`src/rtl/pipelined_addsub.sv`:
```
// Pipelined integer add/subtract with NZCV flags. Each stage resolves one
// CHUNK-bit slice and registers the carry; the whole pipe advances or stalls as one.
module pipelined_addsub #(
    parameter int WIDTH = 32,
    parameter int CHUNK = 8,
    parameter int TAG_W = 4
) (
    input  logic             clk,
    input  logic             rst,
    input  logic             in_valid,
    output logic             in_ready,
    input  logic [WIDTH-1:0] in_a,
    input  logic [WIDTH-1:0] in_b,
    input  logic             in_ci,
    input  logic [1:0]       in_op,
    input  logic [TAG_W-1:0] in_tag,
    output logic             out_valid,
    input  logic             out_ready,
    output logic [WIDTH-1:0] out_sum,
    output logic             out_n,
    output logic             out_z,
    output logic             out_c,
    output logic             out_v,
    output logic [TAG_W-1:0] out_tag
);
    localparam int S = WIDTH / CHUNK;

    logic             adv_s;

    logic [S-1:0]     valid_q, valid_d;
    logic [S-1:0]     carry_q, carry_d;
    logic [S-1:0]     zero_q,  zero_d;
    logic             ovf_q,   ovf_d;
    logic [TAG_W-1:0] tag_q [S];
    logic [TAG_W-1:0] tag_d [S];
    logic [WIDTH-1:0] a_q   [S];
    logic [WIDTH-1:0] a_d   [S];
    logic [WIDTH-1:0] b_q   [S];
    logic [WIDTH-1:0] b_d   [S];
    logic [WIDTH-1:0] sum_q [S];
    logic [WIDTH-1:0] sum_d [S];

    // Per-stage inputs: stage 0 is fed from the ports, stage k from register k-1.
    logic [S-1:0]     src_valid_s, src_c_s, src_z_s;
    logic [TAG_W-1:0] src_tag_s [S];
    logic [WIDTH-1:0] src_a_s   [S];
    logic [WIDTH-1:0] src_b_s   [S];
    logic [WIDTH-1:0] src_sum_s [S];
    logic [CHUNK:0]   slice_s   [S];

    assign adv_s    = !out_valid || out_ready;
    assign in_ready = adv_s;

    // Slice adders and next-state for every stage register
    always_comb begin
        src_valid_s[0] = in_valid;
        src_tag_s[0]   = in_tag;
        src_a_s[0]     = in_a;
        src_b_s[0]     = in_op[1] ? ~in_b : in_b;
        src_sum_s[0]   = '0;
        src_c_s[0]     = in_op[0] ? in_ci : in_op[1];
        src_z_s[0]     = 1'b1;
        for (int k = 1; k < S; k++) begin
            src_valid_s[k] = valid_q[k-1];
            src_tag_s[k]   = tag_q[k-1];
            src_a_s[k]     = a_q[k-1];
            src_b_s[k]     = b_q[k-1];
            src_sum_s[k]   = sum_q[k-1];
            src_c_s[k]     = carry_q[k-1];
            src_z_s[k]     = zero_q[k-1];
        end
        for (int k = 0; k < S; k++) begin
            slice_s[k] = {1'b0, src_a_s[k][k*CHUNK +: CHUNK]}
                       + {1'b0, src_b_s[k][k*CHUNK +: CHUNK]}
                       + {{CHUNK{1'b0}}, src_c_s[k]};
            valid_d[k] = src_valid_s[k];
            tag_d[k]   = src_tag_s[k];
            sum_d[k]   = src_sum_s[k];
            sum_d[k][k*CHUNK +: CHUNK] = slice_s[k][CHUNK-1:0];
            a_d[k]     = src_a_s[k];
            a_d[k][k*CHUNK +: CHUNK]   = '0;
            b_d[k]     = src_b_s[k];
            b_d[k][k*CHUNK +: CHUNK]   = '0;
            carry_d[k] = slice_s[k][CHUNK];
            zero_d[k]  = src_z_s[k] & (slice_s[k][CHUNK-1:0] == '0);
        end
        // carry into the MSB is recovered as a ^ b ^ sum at that bit
        ovf_d = slice_s[S-1][CHUNK] ^ slice_s[S-1][CHUNK-1]
              ^ src_a_s[S-1][WIDTH-1] ^ src_b_s[S-1][WIDTH-1];
    end

    // Stage registers: cleared by reset, shift together when the pipe advances
    always_ff @(posedge clk) begin
        if (rst) begin
            valid_q <= '0;
            carry_q <= '0;
            zero_q  <= '0;
            ovf_q   <= 1'b0;
            for (int k = 0; k < S; k++) begin
                tag_q[k] <= '0;
                a_q[k]   <= '0;
                b_q[k]   <= '0;
                sum_q[k] <= '0;
            end
        end else if (adv_s) begin
            valid_q <= valid_d;
            carry_q <= carry_d;
            zero_q  <= zero_d;
            ovf_q   <= ovf_d;
            for (int k = 0; k < S; k++) begin
                tag_q[k] <= tag_d[k];
                a_q[k]   <= a_d[k];
                b_q[k]   <= b_d[k];
                sum_q[k] <= sum_d[k];
            end
        end
    end

    assign out_valid = valid_q[S-1];
    assign out_sum   = sum_q[S-1];
    assign out_n     = sum_q[S-1][WIDTH-1];
    assign out_z     = zero_q[S-1];
    assign out_c     = carry_q[S-1];
    assign out_v     = ovf_q;
    assign out_tag   = tag_q[S-1];

endmodule

```
`config.mk`:
```
export PLATFORM = sky130hd
export DESIGN_NAME = pipelined_addsub
export DESIGN_NICKNAME = d
export VERILOG_FILES = /design/src/rtl/pipelined_addsub.sv
export SDC_FILE = /design/constraint.sdc
export NUM_CORES = 1
export LEC_CHECK = 0
export ABC_AREA = 1
export CORE_MARGIN = 1
export CORE_UTILIZATION = 40
export CTS_CLUSTER_DIAMETER = 80
export DETAILED_ROUTE_END_ITERATION = 8
export HOLD_SLACK_MARGIN = 0.03
export RECOVER_POWER = 100
export SLEW_MARGIN = 10
export SYNTH_ARGS = -nofsm -noshare
export SYNTH_HDL_FRONTEND = slang
export SYNTH_SLANG_ARGS = --single-unit
```
`constraint.sdc`:
```
create_clock -name clk -period 6.7 [get_ports clk]
set_input_delay 1.005 -clock clk [delete_from_list [all_inputs] [get_ports clk]]
set_output_delay 1.005 -clock clk [all_outputs]
set_load 0.05 [all_outputs]
```
==> impl_metrics.env <==
export IMPL_clk_latency_ps=500
export IMPL_cts_root_buffer="clkbuf_16"
export IMPL_ctsHoldBuffers=0
export IMPL_core_um2=24200
export IMPL_cts_made_buffers=23
export IMPL_critPathRequiredTime_ps=7130
export IMPL_grt_max_degree=145
export IMPL_min_period_ps=4280
export IMPL_syn_mean_instance_area_um2=10.5
export IMPL_ys_ff_latch=205
export IMPL_dp_hpwl_mm=10.3
export IMPL_synthSimpleGateAreaFrac_pct=18.3
export IMPL_timing_clock_skew_ps=15.3
export IMPL_rsz0062_at_grt="false"
export IMPL_synth_cells=941
export IMPL_gp_congestion=0.804
export IMPL_antenna_found_initial=0
export IMPL_synthFlopType="edfxtp_1"
export IMPL_holdWs_ps=450
export IMPL_ir_worst_vdd_mv=0.144
export IMPL_die_h_um=159
export IMPL_initial_core_util_pct=40.7
export IMPL_io_buffers=116
export IMPL_end_kind="flip-flop"
export IMPL_vias=5942
export IMPL_path_max_fanout=33
export IMPL_grt_overflow=0
export IMPL_period_share_pct=63.9
export IMPL_violations="capacitance limit, slew limit"
export IMPL_crit_type="in2reg"
export IMPL_synth_compound_area_share_pct=1.94
export IMPL_final_nets=1167
export IMPL_setup_viol=0
export IMPL_synth_edf_count=192
export IMPL_grt_total_usage_pct=12.7
export IMPL_wl_per_cell_um=11.2
export IMPL_synth_xor_area_share_pct=3.20
export IMPL_drt_pass1_iter_count=5
export IMPL_muxShareOfSynthArea_pct=0.102
export IMPL_cts_clk_slew_worst_paths_ps=60
export IMPL_synth_cell_types=29
export IMPL_cts_sinks=205
export IMPL_layout_drive_gt1_share_pct=4.57
export IMPL_relSlewSlack_pct=-57.3
export IMPL_timing_fmax_ghz=0.234
export IMPL_slew_viol_final=34
export IMPL_antenna_cells=0
export IMPL_status="finished with violations"
export IMPL_ys_warn_count=0
export IMPL_final_common_cell="nor2_1"
export IMPL_cts_tree="done"
export IMPL_clock_path_buffers=3
export IMPL_drtIter0Drc=315
export IMPL_p_leak_nw=5.30
export IMPL_avgViaCountPerCell=4.26
export IMPL_drc=0
export IMPL_synth_fa_ha_area_share_pct=5.18
export IMPL_finalSetupTns_ps=0
export IMPL_grt_pass1_wl_mm=26.6
export IMPL_synthToLayoutAreaGrowth_pct=19.4
export IMPL_synth_top_family_by_area="simple AND/OR/NAND/NOR gates"
export IMPL_wl_mm=15.7
export IMPL_cap_viol_max_count=1
export IMPL_crit_path_start_kind="input port"
export IMPL_h_tree_depth=1
export IMPL_io_pins=117
export IMPL_synth_area_um2=9860
export IMPL_dieArea_um2=25300
export IMPL_final_cell_mix="nor2_1, inv_1, edfxtp_1"
export IMPL_hold_viol_final=0
export IMPL_async_flop_share_pct=0
export IMPL_tightest_slew_ps=2360
export IMPL_ctsResizeCount=0
export IMPL_postRouteAntennaNets=0
export IMPL_crit_arrival_ps=4710
export IMPL_p_per_area_nw_per_um2=261
export IMPL_grt_pass1_vias=5578
export IMPL_fillerInstances=2267
export IMPL_cts_setup_buffers=0
export IMPL_synth_fp_nets=1052
export IMPL_die_x_um=159
export IMPL_std_cell_rows=57
export IMPL_synth_seq_area_share_pct=61.1
export IMPL_hold_class="reg2reg"
## per-stage QoR
step	std cells	utilization (%)	cell area (um2)	worst slack, ps	total power [mW]
3_5_place_dp	1355	46.1	11200	2920	1.93
2_1_floorplan	941	-	9860	870	1.82
6_report	1396	48.6	11800	2420	3.07
5_1_grt	1396	48.6	11800	2040	3.22
3_3_place_gp	1355	46.1	11200	2990	1.93
4_1_cts	1396	49.1	11900	3160	3.13
## logic make-up after synthesis
logic type,after synthesis
compound gates,34
xor+xnor,36
fa+ha+maj,36
buf+inv,224
flops,205
mux,1
simple gates,405
## Yosys cell counts, drive strengths merged, types with 4 or more instances
| cell type | number | share of area, % |
|---|---|---|
| ha | 28 | 3.6 |
| nand3b | 6 | 0.46 |
| nand2 | 130 | 4.9 |
| xnor2 | 28 | 2.5 |
| inv | 195 | 7.4 |
| dfxtp | 13 | 2.6 |
| a21oi | 23 | 1.2 |
| xor2 | 8 | 0.71 |
| buf | 28 | 2.7 |
| or2 | 4 | 0.25 |
| nand3 | 34 | 1.7 |
| nand4 | 12 | 0.76 |
| nor2 | 218 | 10 |
| fa | 8 | 1.6 |
| edfxtp | 192 | 58 |
## routing by layer
metal	GRT usage [%]	up-vias	routed length, um
met3	2.32	28	637
li1	-	3191	-
met2	20.4	113	6950
met1	17.7	2610	7790
met4	3.45	0	292
met5	0	-	0
## worst paths after layout
path	from	end	slack, ps	depth (start not counted)
worst min register to register	zero_q[1]	zero_q[1]	450	2
worst max register to register	valid_q[3]	sum_q[2][13]	3860	6
worst min-delay path	zero_q[1]	zero_q[1]	450	2
worst max-delay path	in_op[1]	zero_q[0]	2420	13
## critical path: stages
cell and delay [ps]:
buf_2 70, clkbuf_1 1670, xnor2_1 280, fa_1 540, fa_1 540, nand2_1 60
inv_1 50, nand2_1 50, nor2_1 130, nand3_1 80, nor2_1 90, nand3_1 70
nand2_1 50
## registers in the layout (all words and copies together), names as in the netlist
name and flops:
sum_q 80, out_v 1, carry_q 4, zero_q 4
tag_q 16, a_q 48, valid_q 4, b_q 48
## report_power, final
part	leakage, nW	switching [mW]	total, mW	internal, mW
Combinational	2.56	0.222	0.371	0.148
Sequential	2.39	0.0254	1.52	1.49
Clock	0.353	0.477	1.18	0.706
Total	5.30	0.724	3.07	2.35
## layout make-up
type	instances	area, um2	area share, %
tap	324	405	3.44
inverter	195	744	6.32
clock inverter	14	123	1.04
multi-input combinational	512	2710	23.0
sequential	205	6030	51.2
clock buffer	27	591	5.02
timing repair buffer	119	1170	9.98
Power figures use the tool's default switching activity.
